## config.mk

```make
export PLATFORM = sky130hd
export DESIGN_NAME = rf_write_arbiter
export DESIGN_NICKNAME = d
export VERILOG_FILES = /design/src/rtl/dlx_wb_pkg.sv /design/src/rtl/rf_arb_fifo.sv /design/src/rtl/rf_write_arbiter.sv
export SDC_FILE = /design/constraint.sdc
export NUM_CORES = 1
export LEC_CHECK = 0
export CAP_MARGIN = 5
export CORE_ASPECT_RATIO = 1.25
export CORE_MARGIN = 3
export CORE_UTILIZATION = 45
export DETAILED_ROUTE_END_ITERATION = 6
export PLACE_DENSITY = 0.69
export SYNTH_ARGS = -nofsm -noshare
export SYNTH_HDL_FRONTEND = slang
export SYNTH_SLANG_ARGS = --single-unit
```

## constraint.sdc

```tcl
create_clock -name clock5 -period 6.3 [get_ports clock5]
set_input_delay 0.945 -clock clock5 [delete_from_list [all_inputs] [get_ports clock5]]
set_output_delay 0.945 -clock clock5 [all_outputs]
set_load 0.01 [all_outputs]
```

## src/rtl/dlx_wb_pkg.sv

```systemverilog
// -----------------------------------------------------------------------------
// dlx_wb_pkg
//   Shared types and constants for the writeback / register-file write path.
//   REG_AW/DATA_W size the register file, REG_ZERO is the hard-wired zero
//   register, arb_state_t encodes the write-port arbiter FSM and rf_wr_t is one
//   register-file write (destination + data).
// -----------------------------------------------------------------------------
package dlx_wb_pkg;

    localparam int REG_AW   = 5;
    localparam int DATA_W   = 32;
    localparam int NUM_REGS = 1 << REG_AW;

    localparam logic [REG_AW-1:0] REG_ZERO = 5'd0;

    typedef enum logic {
        NORMAL = 1'b0,
        STEAL  = 1'b1
    } arb_state_t;

    typedef struct packed {
        logic [REG_AW-1:0] addr;
        logic [DATA_W-1:0] data;
    } rf_wr_t;

    // One-hot decode of a register number, used to build hazard masks.
    function automatic logic [NUM_REGS-1:0] reg_onehot(input logic [REG_AW-1:0] r);
        logic [NUM_REGS-1:0] m;
        m    = '0;
        m[r] = 1'b1;
        return m;
    endfunction

endpackage

```

## src/rtl/rf_arb_fifo.sv

```systemverilog
// -----------------------------------------------------------------------------
// rf_arb_fifo
//   DEPTH-entry FIFO holding auxiliary-unit register writes until the write
//   port is free. Exposes per-entry valid bits and destination addresses so the
//   parent can build a pending-register mask for the hazard unit.
//
//   Ports
//     clock5, reset5        clock, asynchronous active-low reset
//     push, push_addr/data  enqueue one write (ignored when full)
//     pop                   dequeue the head (ignored when empty)
//     head_addr/head_data   current head entry
//     full, empty           derived from the registered occupancy count
//     entry_valid           one bit per storage slot, set while it holds data
//     entry_addr            destination register of every slot, packed
// -----------------------------------------------------------------------------
module rf_arb_fifo
    import dlx_wb_pkg::*;
#(
    parameter int DEPTH = 4
) (
    input  logic                    clock5,
    input  logic                    reset5,
    input  logic                    push,
    input  logic [REG_AW-1:0]       push_addr,
    input  logic [DATA_W-1:0]       push_data,
    input  logic                    pop,
    output logic [REG_AW-1:0]       head_addr,
    output logic [DATA_W-1:0]       head_data,
    output logic                    full,
    output logic                    empty,
    output logic [DEPTH-1:0]        entry_valid,
    output logic [DEPTH*REG_AW-1:0] entry_addr
);

    localparam int PTR_W = $clog2(DEPTH);
    localparam int CNT_W = $clog2(DEPTH + 1);

    rf_wr_t           mem [DEPTH];
    logic [PTR_W-1:0] wr_ptr;
    logic [PTR_W-1:0] rd_ptr;
    logic [CNT_W-1:0] count;
    logic             do_push;
    logic             do_pop;

    assign full    = (count == CNT_W'(DEPTH));
    assign empty   = (count == '0);
    assign do_push = push & ~full;
    assign do_pop  = pop & ~empty;

    // Pointers wrap naturally because DEPTH is a power of two. A slot is never
    // pushed and popped together: that needs wr_ptr == rd_ptr, i.e. empty or full.
    // NOTE: all state in clocked blocks uses non-blocking assignments so every
    // register samples pre-edge values regardless of statement order.
    always_ff @(posedge clock5 or negedge reset5) begin
        if (!reset5) begin
            wr_ptr      <= '0;
            rd_ptr      <= '0;
            count       <= '0;
            entry_valid <= '0;
        end else begin
            if (do_push) begin
                wr_ptr              <= wr_ptr + 1'b1;
                entry_valid[wr_ptr] <= 1'b1;
            end
            if (do_pop) begin
                rd_ptr              <= rd_ptr + 1'b1;
                entry_valid[rd_ptr] <= 1'b0;
            end
            case ({do_push, do_pop})
                2'b10:   count <= count + 1'b1;
                2'b01:   count <= count - 1'b1;
                default: ;
            endcase
        end
    end

    // NOTE: payload storage has no reset; entry_valid and count decide what is
    // live, so stale contents are never observed after reset.
    always_ff @(posedge clock5) begin
        if (do_push) begin
            mem[wr_ptr] <= '{addr: push_addr, data: push_data};
        end
    end

    assign head_addr = mem[rd_ptr].addr;
    assign head_data = mem[rd_ptr].data;

    for (genvar i = 0; i < DEPTH; i++) begin : g_entry_addr
        assign entry_addr[i*REG_AW +: REG_AW] = mem[i].addr;
    end

endmodule

```

## src/rtl/rf_write_arbiter.sv

```systemverilog
// -----------------------------------------------------------------------------
// rf_write_arbiter
//   Shares the single register-file write port between the writeback stage
//   (priority requester) and a long-latency auxiliary unit. Aux results queue
//   in rf_arb_fifo and drain in idle writeback slots; if the queue head waits
//   MAX_WAIT cycles a pipeline slot is stolen for one cycle via pipe_stall.
//
//   Optional build macro: RF_ARB_STATS_EN adds steal_cnt/drain_cnt outputs.
//
//   Ports
//     clock5, reset5              clock, asynchronous active-low reset
//     wb_en/wb_addr/wb_data       writeback write request (r0 is no request)
//     aux_valid/aux_addr/aux_data aux result handshake (r0 accepted, dropped)
//     aux_ready                   queue can accept (from registered count)
//     pipe_stall                  writeback request not taken this cycle
//     rf_we/rf_addr/rf_data       registered register-file write port
//     pending_mask                registers targeted by queued aux writes
//     steal_cnt, drain_cnt        (stats build) steal cycles / aux writes
// -----------------------------------------------------------------------------
module rf_write_arbiter
    import dlx_wb_pkg::*;
#(
    parameter int DEPTH    = 4,
    parameter int MAX_WAIT = 8
) (
    input  logic        clock5,
    input  logic        reset5,
    input  logic        wb_en,
    input  logic [4:0]  wb_addr,
    input  logic [31:0] wb_data,
    input  logic        aux_valid,
    input  logic [4:0]  aux_addr,
    input  logic [31:0] aux_data,
    output logic        aux_ready,
    output logic        pipe_stall,
    output logic        rf_we,
    output logic [4:0]  rf_addr,
    output logic [31:0] rf_data,
    output logic [31:0] pending_mask
`ifdef RF_ARB_STATS_EN
    ,
    output logic [15:0] steal_cnt,
    output logic [15:0] drain_cnt
`endif
);

    localparam int AGE_W = $clog2(MAX_WAIT);

    arb_state_t             state;
    arb_state_t             state_next;
    logic [AGE_W-1:0]       age;
    logic                   pipe_req;
    logic                   fifo_push;
    logic                   fifo_pop;
    logic                   fifo_full;
    logic                   fifo_empty;
    logic [REG_AW-1:0]      head_addr;
    logic [DATA_W-1:0]      head_data;
    logic [DEPTH-1:0]       entry_valid;
    logic [DEPTH*REG_AW-1:0] entry_addr;
    logic                   wr_en;
    rf_wr_t                 wr_next;

    assign pipe_req  = wb_en & (wb_addr != REG_ZERO);
    assign aux_ready = ~fifo_full;
    // Writes to r0 complete the handshake but are architecturally void.
    assign fifo_push = aux_valid & aux_ready & (aux_addr != REG_ZERO);

    rf_arb_fifo #(
        .DEPTH(DEPTH)
    ) u_fifo (
        .clock5      (clock5),
        .reset5      (reset5),
        .push        (fifo_push),
        .push_addr   (aux_addr),
        .push_data   (aux_data),
        .pop         (fifo_pop),
        .head_addr   (head_addr),
        .head_data   (head_data),
        .full        (fifo_full),
        .empty       (fifo_empty),
        .entry_valid (entry_valid),
        .entry_addr  (entry_addr)
    );

    always_ff @(posedge clock5 or negedge reset5) begin
        if (!reset5) begin
            state <= NORMAL;
        end else begin
            state <= state_next;
        end
    end

    // NOTE: every output of this block gets a default first, so no path can
    // leave a signal unassigned and infer a latch.
    always_comb begin
        state_next = NORMAL;
        pipe_stall = 1'b0;
        fifo_pop   = 1'b0;
        wr_en      = 1'b0;
        wr_next    = '0;
        case (state)
            NORMAL: begin
                if (pipe_req) begin
                    wr_en   = 1'b1;
                    wr_next = '{addr: wb_addr, data: wb_data};
                end else if (!fifo_empty) begin
                    fifo_pop = 1'b1;
                    wr_en    = 1'b1;
                    wr_next  = '{addr: head_addr, data: head_data};
                end
                // Head has waited its full budget and still lost: take the next slot.
                if (!fifo_empty && !fifo_pop && age == AGE_W'(MAX_WAIT - 1)) begin
                    state_next = STEAL;
                end
            end
            STEAL: begin
                // The writeback request is refused and re-presented next cycle.
                pipe_stall = 1'b1;
                if (!fifo_empty) begin
                    fifo_pop = 1'b1;
                    wr_en    = 1'b1;
                    wr_next  = '{addr: head_addr, data: head_data};
                end
            end
            default: state_next = NORMAL;
        endcase
    end

    // Cycles the current head has waited without retiring.
    always_ff @(posedge clock5 or negedge reset5) begin
        if (!reset5) begin
            age <= '0;
        end else if (fifo_empty || fifo_pop) begin
            age <= '0;
        end else begin
            age <= age + 1'b1;
        end
    end

    // Address/data hold their last written value on idle cycles.
    always_ff @(posedge clock5 or negedge reset5) begin
        if (!reset5) begin
            rf_we   <= 1'b0;
            rf_addr <= '0;
            rf_data <= '0;
        end else begin
            rf_we <= wr_en;
            if (wr_en) begin
                rf_addr <= wr_next.addr;
                rf_data <= wr_next.data;
            end
        end
    end

    always_comb begin
        pending_mask = '0;
        for (int i = 0; i < DEPTH; i++) begin
            if (entry_valid[i]) begin
                pending_mask = pending_mask | reg_onehot(entry_addr[i*REG_AW +: REG_AW]);
            end
        end
    end

`ifdef RF_ARB_STATS_EN
    always_ff @(posedge clock5 or negedge reset5) begin
        if (!reset5) begin
            steal_cnt <= '0;
            drain_cnt <= '0;
        end else begin
            if (state == STEAL && steal_cnt != 16'hFFFF) begin
                steal_cnt <= steal_cnt + 16'd1;
            end
            if (fifo_pop && drain_cnt != 16'hFFFF) begin
                drain_cnt <= drain_cnt + 16'd1;
            end
        end
    end
`endif

endmodule

```

==> results_dict.tcl <==
set metrics [dict create \
    run_status "complete, no violations" \
    tightest_slew_ns 1.14 \
    combPwrFrac_pct 31.9 \
    end_kind "output pin" \
    finalSetupViolCount 0 \
    port_buffers 149 \
    fin_util_pct 58.0 \
    switching_share_pct 32.0 \
    fin_cells 1048 \
    hold_path_class "register to register" \
    globalplace.congestion 0.917 \
    rr_startpoint "u_fifo.count[2]" \
    grt_max_degree 54 \
    hold_depth 1 \
    die_h_um 164 \
    synth-edff-count 148 \
    vias 6185 \
    fmax_ghz 0.270 \
    drtAntennaViolNets 0 \
    intPower_mw 3.19 \
    ys_types 43 \
    post_cts_buffers 0 \
    drtIter0Drc 560 \
    drtPass1Iterations 5 \
    cts_hold_buf 0 \
    area_growth_pct 26.4 \
    start_kind "register" \
    clock_latency_ns 0.49 \
    fin_crit_sh_pct 58.9 \
    grt_pass1_vias 6575 \
    antenna_found_initial 1 \
    cp_max_fo 9 \
    slew_headroom_pct 23.3 \
    syn_inst 631 \
    num_io_pins 150 \
    grt_use_total_pct 22.3 \
    synth_fp_nets 721 \
    pwr-share-seq_pct 43.2 \
    cts_max_level 1 \
    maxCapViolCount 0 \
    worst-path-stages 4 \
    yosys.area.top_type_share_pct 49.8 \
    drive_above_1_share_pct 13.3 \
    yosysTopAreaCell "edfxtp_1" \
    routed_wl_um 24200 \
    leakagePower_nw 3.98 \
    skew_ns 0.0131 \
    synth_top_flop_cell "edfxtp_1" \
    cts-root-buf "clkbuf_16" \
    synth-seq-cells 201 \
    grt_pass1_wl_um 37300 \
    setup_tns_ns 0 \
    worstSetupPathType "register to output pin" \
    via_per_inst 5.90 \
    vdd_drop_max_mv 0.296 \
    startpoint "u_fifo.mem[3][33]" \
    coreArea_um2 19500 \
    hp-start "age[0]" \
    hold_violations 0 \
    seq_area_frac_synth_pct 64.6 \
    die_area_um2 21600 \
    grt_setup_unrepaired "no" \
    yosys-top-cells-count "148 x edfxtp_1, 68 x a21oi_1, 53 x dfrtp_1, 53 x nand2_1, 50 x nor2_1" \
    cp.required_ns 5.35 \
    cp_slowest_stage_delay_ns 0.86 \
    gr-total-overflow 0 \
    slowest_stage "nor3b_1" \
    syn_avg_cell_area_um2 14.2 \
    switchingPower_mw 1.50 \
    cts_sinks 201 \
    post-route-drc-count 0 \
    netlist_area_um2 8930 \
    cts_tree "yes" \
    start_util_pct 45.9 \
    worstPathCellList "nor3b_1, a22oi_1, o221ai_1, clkdlybuf4s50_1" \
    powerDensity_nw_per_um2 416 \
    yosys_warnings 0 \
    cts_made_buffers 20 \
    synth.area.top_cells "edfxtp_1 50%, dfrtp_1 15%, mux4_2 9.3%" \
    synthMostInstantiatedCell "edfxtp_1" \
    routedWlPerCell_um 23.1 \
    drv_slew 0 \
    crit_family "simple AND/OR/NAND/NOR gates" \
    cp_data_arrival_time_ns 2.76 \
    nNetsFinal 858 \
    dp_cells 1011 \
    clk_path_buf_depth 3 \
    clk_pin_slew_ns 0.07 \
    critPathBufInv 1 \
    async_flop_share_pct 26.4 \
    dp_hpwl_um 16300 \
    cts_resized 0 \
    rows 57 \
    clockPowerShare_pct 24.9 \
    min_period_ns 3.71 \
    rr_worst_depth 9 \
    chipWidth_um 132 \
]
## kinds of logic after synthesis
kind of cell / count (synthesis) / synth area share (%)
DFF: 201 / 64.6
and+or+nand+nor: 178 / 10.3
AOI/OAI and AO/OA: 145 / 10.9
buffers and inverters: 52 / 2.55
muxes: 38 / 9.44
adders and majority gates: 12 / 1.76
xor gates and xnor gates: 5 / 0.490
## layout make-up
type	count	area [um^2]
Clock inverter	9	78.8
Inverter	12	45.0
Fill cell	1542	8180
Antenna cell	1	2.50
Multi-Input combinational cell	378	2950
Clock buffer	27	578
Sequential cell	201	5770
Timing Repair Buffer	155	1530
Tap cell	265	332
## placed cells by master, fill, tap and decap left out, drive strengths merged, types with 10 or more instances in the layout
| cell type | n |
|---|---|
| edfxtp | 148 |
| a21oi | 75 |
| a221o | 10 |
| ha | 11 |
| nor2 | 51 |
| mux4 | 37 |
| nand3 | 10 |
| nand2 | 53 |
| clkbuf | 27 |
| a22oi | 15 |
| o221ai | 18 |
| o22ai | 10 |
| inv | 14 |
| dfrtp | 53 |
| clkdlybuf4s50 | 148 |
| nor3b | 10 |
## stage by stage
stage / setup slack (ns) / hold WS, ns / cell area (um^2) / power [mW]
6_report: 2.59 / 0.444 / 11300 / 4.70
5_1_grt: 2.50 / 0.457 / 11300 / 4.95
4_1_cts: 2.63 / 0.445 / 11300 / 4.75
3_5_place_dp: 2.52 / 0.437 / 10600 / 3.57
3_3_place_gp: 2.55 / 0.433 / 10600 / 3.52
2_1_floorplan: 3.32 / 0.419 / 8930 / 2.90
## path summary, 6_finish.rpt
| kind | to | slack, ns |
|---|---|---|
| worst min register to register | age[0] | 0.44 |
| worst min-delay path | age[0] | 0.44 |
| max in group asynchronous | u_fifo.rd_ptr[1] | 5.11 |
| worst max-delay path | pending_mask[28] | 2.59 |
| worst max register to register | u_fifo.count[2] | 3.28 |
| min in group asynchronous | rf_data[8] | 0.61 |
## per-layer routing
| metal | vias to the layer above | wire length [um] | GRT usage (%) |
|---|---|---|---|
| met4 | 0 | 1040 | 9.60 |
| met2 | 278 | 12600 | 40.4 |
| met3 | 71 | 1560 | 3.57 |
| li1 | 2726 | - | - |
| met1 | 3110 | 8980 | 26.4 |
| met5 | - | 0 | 0 |
## power groups by stage
stage	combinational (mW)	clock (mW)	sequential, mW
after detailed placement	1.52	0	2.05
final	1.50	1.17	2.03
after global placement	1.48	0	2.03
after floorplan	0.936	0	1.96
after CTS	1.52	1.20	2.03
after global routing	1.63	1.25	2.07
## state kept, by name, summed over array words and instances, names as in the netlist
signal              cells
u_fifo.mem            148
state                   1
rf_we                   1
u_fifo.entry_valid      4
u_fifo.count            3
rf_data                32
u_fifo.wr_ptr           2
age                     3
u_fifo.rd_ptr           2
rf_addr                 5
(Power assumes the default switching activity.)
==> RTL edit 1: new RTL, same flow settings <==
Set the parameter `MAX_WAIT` to 16 (it was 8).
--- a/src/rtl/rf_write_arbiter.sv
+++ b/src/rtl/rf_write_arbiter.sv
@@ -22,5 +22,5 @@
 #(
     parameter int DEPTH    = 4,
-    parameter int MAX_WAIT = 8
+    parameter int MAX_WAIT = 16
 ) (
     input  logic        clock5,
Behaviour: no difference found for any inputs over 4 cycles, from zero or initial values and one cycle with reset5 low; that may be too few to reach the edited logic, so the function may still have changed.
==> RTL edit 1 against the unedited design <==
  * Synthesized area down 0.14%
  * Sequential cell count up 1
  * Total power up 0.71%
  * First-iteration DRC count down 31%
  * Global-route usage down 0.91 points
  * Design area up 0.27%
  * Clock skew about the same
  * Via count down 6.5%
  * Routed wire length down 4.8%
  * Worst hold slack better by 56 ps
  * Clock power up 3%
  * Setup slack better by 60 ps
==> RTL edit 1: results <==
cts:
  root_buffer: "clkbuf_16"
  cts_resized: 0
  cts_buffer_depth: 3
  cts_inserted_buffers: 21
synth:
  yosys.area_share.xor_xnor_pct: 0.687
  async_flop_share_pct: 26.7
  synth-compound-area-share_pct: 8.54
  synth_nets: 675
  netlist_instances: 586
  yosys-top-cells-count: "edfxtp_1 (148), dfrtp_1 (54), nor2_1 (50)"
  synthMuxAreaShare_pct: 13.5
  ys_seq_area_share_pct: 65.0
  synth_top_family_by_area: "multiplexers"
  synthAdderAreaFrac_pct: 1.63
  netlist_top_cells_area: "edfxtp_1 (50%), dfrtp_1 (15%), mux4_2 (9.3%)"
  synth.distinct_cells: 38
cells_and_area:
  nFillCells: 1491
  fin_cells: 1006
  layout-drive-gt1-share_pct: 12.3
  diodes: 0
timing:
  worst_slew_pin_slew_ps: 1080
  skew_ps: 12.9
  finalHoldWorstSlack_ps: 500
place:
  gp_congestion: 0.910
  dp_cells: 969
  dpl-instance-area_um2: 10600
  hpwl_um: 15900
global_route:
  grt_pass1_wl_um: 35800
  grt_start_max_net_pins: 81
  gr-usage-all-layers_pct: 21.4
  first_global_vias: 6171
hold_path:
  hold_start: "age[0]$_DFF_PN0_"
  hold_path_end: "age[0]$_DFF_PN0_"
run_status:
  status: "finished, final reports clean"
critical_path:
  cpPeakStageDelay_ps: 730
  r2r_slack_ps: 3910
  cp_data_arrival_time_ps: 2700
  timing.rr.start: "u_fifo.count[0]$_DFFE_PN0P_"
  r2r_cells: 9
  crit_path_top_delay_cell: "nor3b_1"
drt:
  wl_per_cell_um: 22.9
  vias: 5785
  first_iter_violations: 388
pwr:
  p_leak_nw: 3.88
  peakVddDrop_mv: 0.303
==> RTL edit 1: cell count changes after synthesis, moves of 4 or more <==
cell,before,now
nand2_1,53,17
mux2i_1,1,36
a21oi_1,68,41
clkbuf_1,27,17
a21oi_2,7,0
buf_2,8,12
o221ai_1,18,14
==> RTL edit 1: area by class of cell <==
cell class	instances	area share, %
flip-flops and latches	202	51.2
multi-input cells	344	26.2
repair buffers	153	13.4
clock buffers	28	5.14
well taps	261	2.88
clock inverters	9	0.862
inverters	9	0.298
==> RTL edit 1: layer usage <==
layer  vias to the layer above  part of all wire (%)  GRT usage [%]
met2                       230                    51           38.1
met5                         -                 0.039              0
met3                        60                   5.6           3.85
met1                      2877                    39           25.5
li1                       2616                     -              -
met4                         2                   4.2           9.50
==> RTL edit 1: report_power, final <==
| group | internal [mW] | switching (mW) |
|---|---|---|
| logic | 0.764 | 0.699 |
| registers | 1.78 | 0.277 |
| clock network | 0.731 | 0.482 |
==> RTL edit 1: cell families (layout without fill, tap and decap cells) <==
kind of cell	count (synthesis)	count (layout)
multiplexers	74	74
AO/OA/AOI/OAI	110	110
adder cells (fa/ha/maj)	11	11
XOR/XNOR	7	7
buffers and inverters	40	199
AND/OR/NAND/NOR	142	142
flip-flops	202	202
==> RTL edit 1: worst max-delay path by stage <==
stage	startpoint	end	slack, ps	cells after the start
6_report	u_fifo.mem[1][32]$_DFFE_PP_	pending_mask[4]	2650	4
5_1_grt	u_fifo.mem[1][32]$_DFFE_PP_	pending_mask[4]	2610	4
4_1_cts	u_fifo.mem[1][32]$_DFFE_PP_	pending_mask[4]	2630	4
3_5_place_dp	wb_addr[1]	u_fifo.count[2]$_DFFE_PN0P_	2460	10
3_3_place_gp	wb_addr[1]	u_fifo.count[2]$_DFFE_PN0P_	2490	10
2_1_floorplan	wb_addr[1]	u_fifo.count[2]$_DFFE_PN0P_	3260	10
==> RTL edit 1: through the flow <==
| step | util (%) | worst slack, ps |
|---|---|---|
| final | 59.2 | 2650 |
| after global routing | 59.2 | 2610 |
| after CTS | 59.2 | 2630 |
| after detailed placement | 55.6 | 2460 |
| after global placement | 55.6 | 2490 |
| after floorplan | - | 3260 |
==> RTL edit 2: new RTL, config.mk and constraints unchanged <==
Made on the original files. Add a define of `RF_ARB_STATS_EN`.
--- a/src/rtl/rf_write_arbiter.sv
+++ b/src/rtl/rf_write_arbiter.sv
@@ -18,4 +18,6 @@
 //     steal_cnt, drain_cnt        (stats build) steal cycles / aux writes
 // -----------------------------------------------------------------------------
+`define RF_ARB_STATS_EN
+
 module rf_write_arbiter
     import dlx_wb_pkg::*;
Function (old outputs only; new: drain_cnt and steal_cnt): kept (Yosys induction, for registers that start in step).
==> RTL edit 2 against the unedited design <==
  * Total power grew 8.1%
  * Routed wire length shrank 1.9%
  * Die area grew 15%
  * Critical endpoint is now pending_mask[24]
  * Design area grew 16%
  * Setup slack lost 76 ps
  * Via count grew 11%
  * Synthesized area grew 16%
  * Highest routed layer unchanged
  * Sequential cell count grew 32
  * Largest cell class unchanged
==> RTL edit 2: results <==
run_status:
  status: "finished, final reports clean"
global_route:
  antenna_found_initial: 0
  grt_use_met2_pct: 32.3
  use_met1_pct: 25.4
  grt_start_max_net_pins: 76
  grt_pass1_wl_um: 37500
  use_met3_pct: 3.02
critical_path:
  cpPeakStageDelay_ps: 950
  cp_data_arrival_time_ps: 2840
  startpoint: "u_fifo.mem[3][32]$_DFFE_PP_"
  timing.rr.start: "state$_DFF_PN0_"
timing:
  skew_ps: 9.12
  relSlewSlack_pct: 23.9
  finalHoldWorstSlack_ps: 338
  layout_setup_ws_ps: 2510
place:
  numPortBuffers: 181
  dpl-instance-area_um2: 12400
  hpwl_um: 15500
  gp_congestion: 0.886
cts:
  cts_inserted_buffers: 23
  clock_latency_ps: 510
cells_and_area:
  layout-drive-gt1-share_pct: 11.0
  nNetsFinal: 995
  reg.largest.list: "u_fifo.mem: 148 flops, rf_data: 32 flops"
  fin_cells: 1202
drt:
  first_iter_violations: 589
  met3_wirelength_um: 1450
  met1Wirelength_um: 9740
synth:
  async_flop_share_pct: 36.5
  synth.distinct_cells: 55
  yosys-top-cells-count: "edfxtp_1 (148), dfrtp_1 (85), nand2_1 (73)"
  ys_seq_area_share_pct: 63.4
  synth_nets: 821
  netlist_top_cells_area: "edfxtp_1 (43%), dfrtp_1 (21%), mux4_2 (8.0%)"
hold_path:
  hp-class: "primary input to async pin"
==> RTL edit 2: cell count changes after synthesis, moves of 5 or more <==
cell and change:
nand3_1 +5, a21oi_2 -7, nor2_1 -19, xnor2_1 +18, o221ai_1 -5, a21oi_1 -56, a22oi_1 -6, o21ai_0 +43
dfrtp_1 +32, nand4_1 +10, mux2i_1 +37, nand2_1 +20
==> RTL edit 2: worst paths after layout <==
check,endpoint,depth (start not counted)
max in group asynchronous,u_fifo.rd_ptr[1]$_DFFE_PN0N_,2
max reg2reg,u_fifo.count[2]$_DFFE_PN0P_,10
min in group clock5,age[0]$_DFF_PN0_,1
max,pending_mask[24],5
min reg2reg,age[0]$_DFF_PN0_,1
min,rf_data[5]$_DFFE_PN0P_,1
==> RTL edit 2: area by class of cell <==
cell class | instances | area (µm²)
inverters | 11 | 41.3
clock buffers | 30 | 612
multi-input cells | 448 | 3600
clock inverters | 11 | 91.3
well taps | 283 | 354
fillers | 1830 | 9320
flip-flops and latches | 233 | 6570
repair buffers | 186 | 1850
==> RTL edit 2: power by group through the flow <==
stage	logic, mW	registers (mW)	clock network (mW)
floorplan	0.959	2.21	0
global placement	1.56	2.27	0
detailed placement	1.58	2.27	0
CTS	1.58	2.25	1.33
global route	1.69	2.29	1.38
finish	1.55	2.24	1.29
==> RTL edit 2: kinds of logic after synthesis <==
family	count (synthesis)	synth area share [%]
DFF	233	63.4
and+or+nand+nor	202	10.3
AOI/OAI and AO/OA	126	8.20
muxes	79	12.2
buffers and inverters	48	1.86
xor gates and xnor gates	27	2.28
adders and majority gates	14	1.76
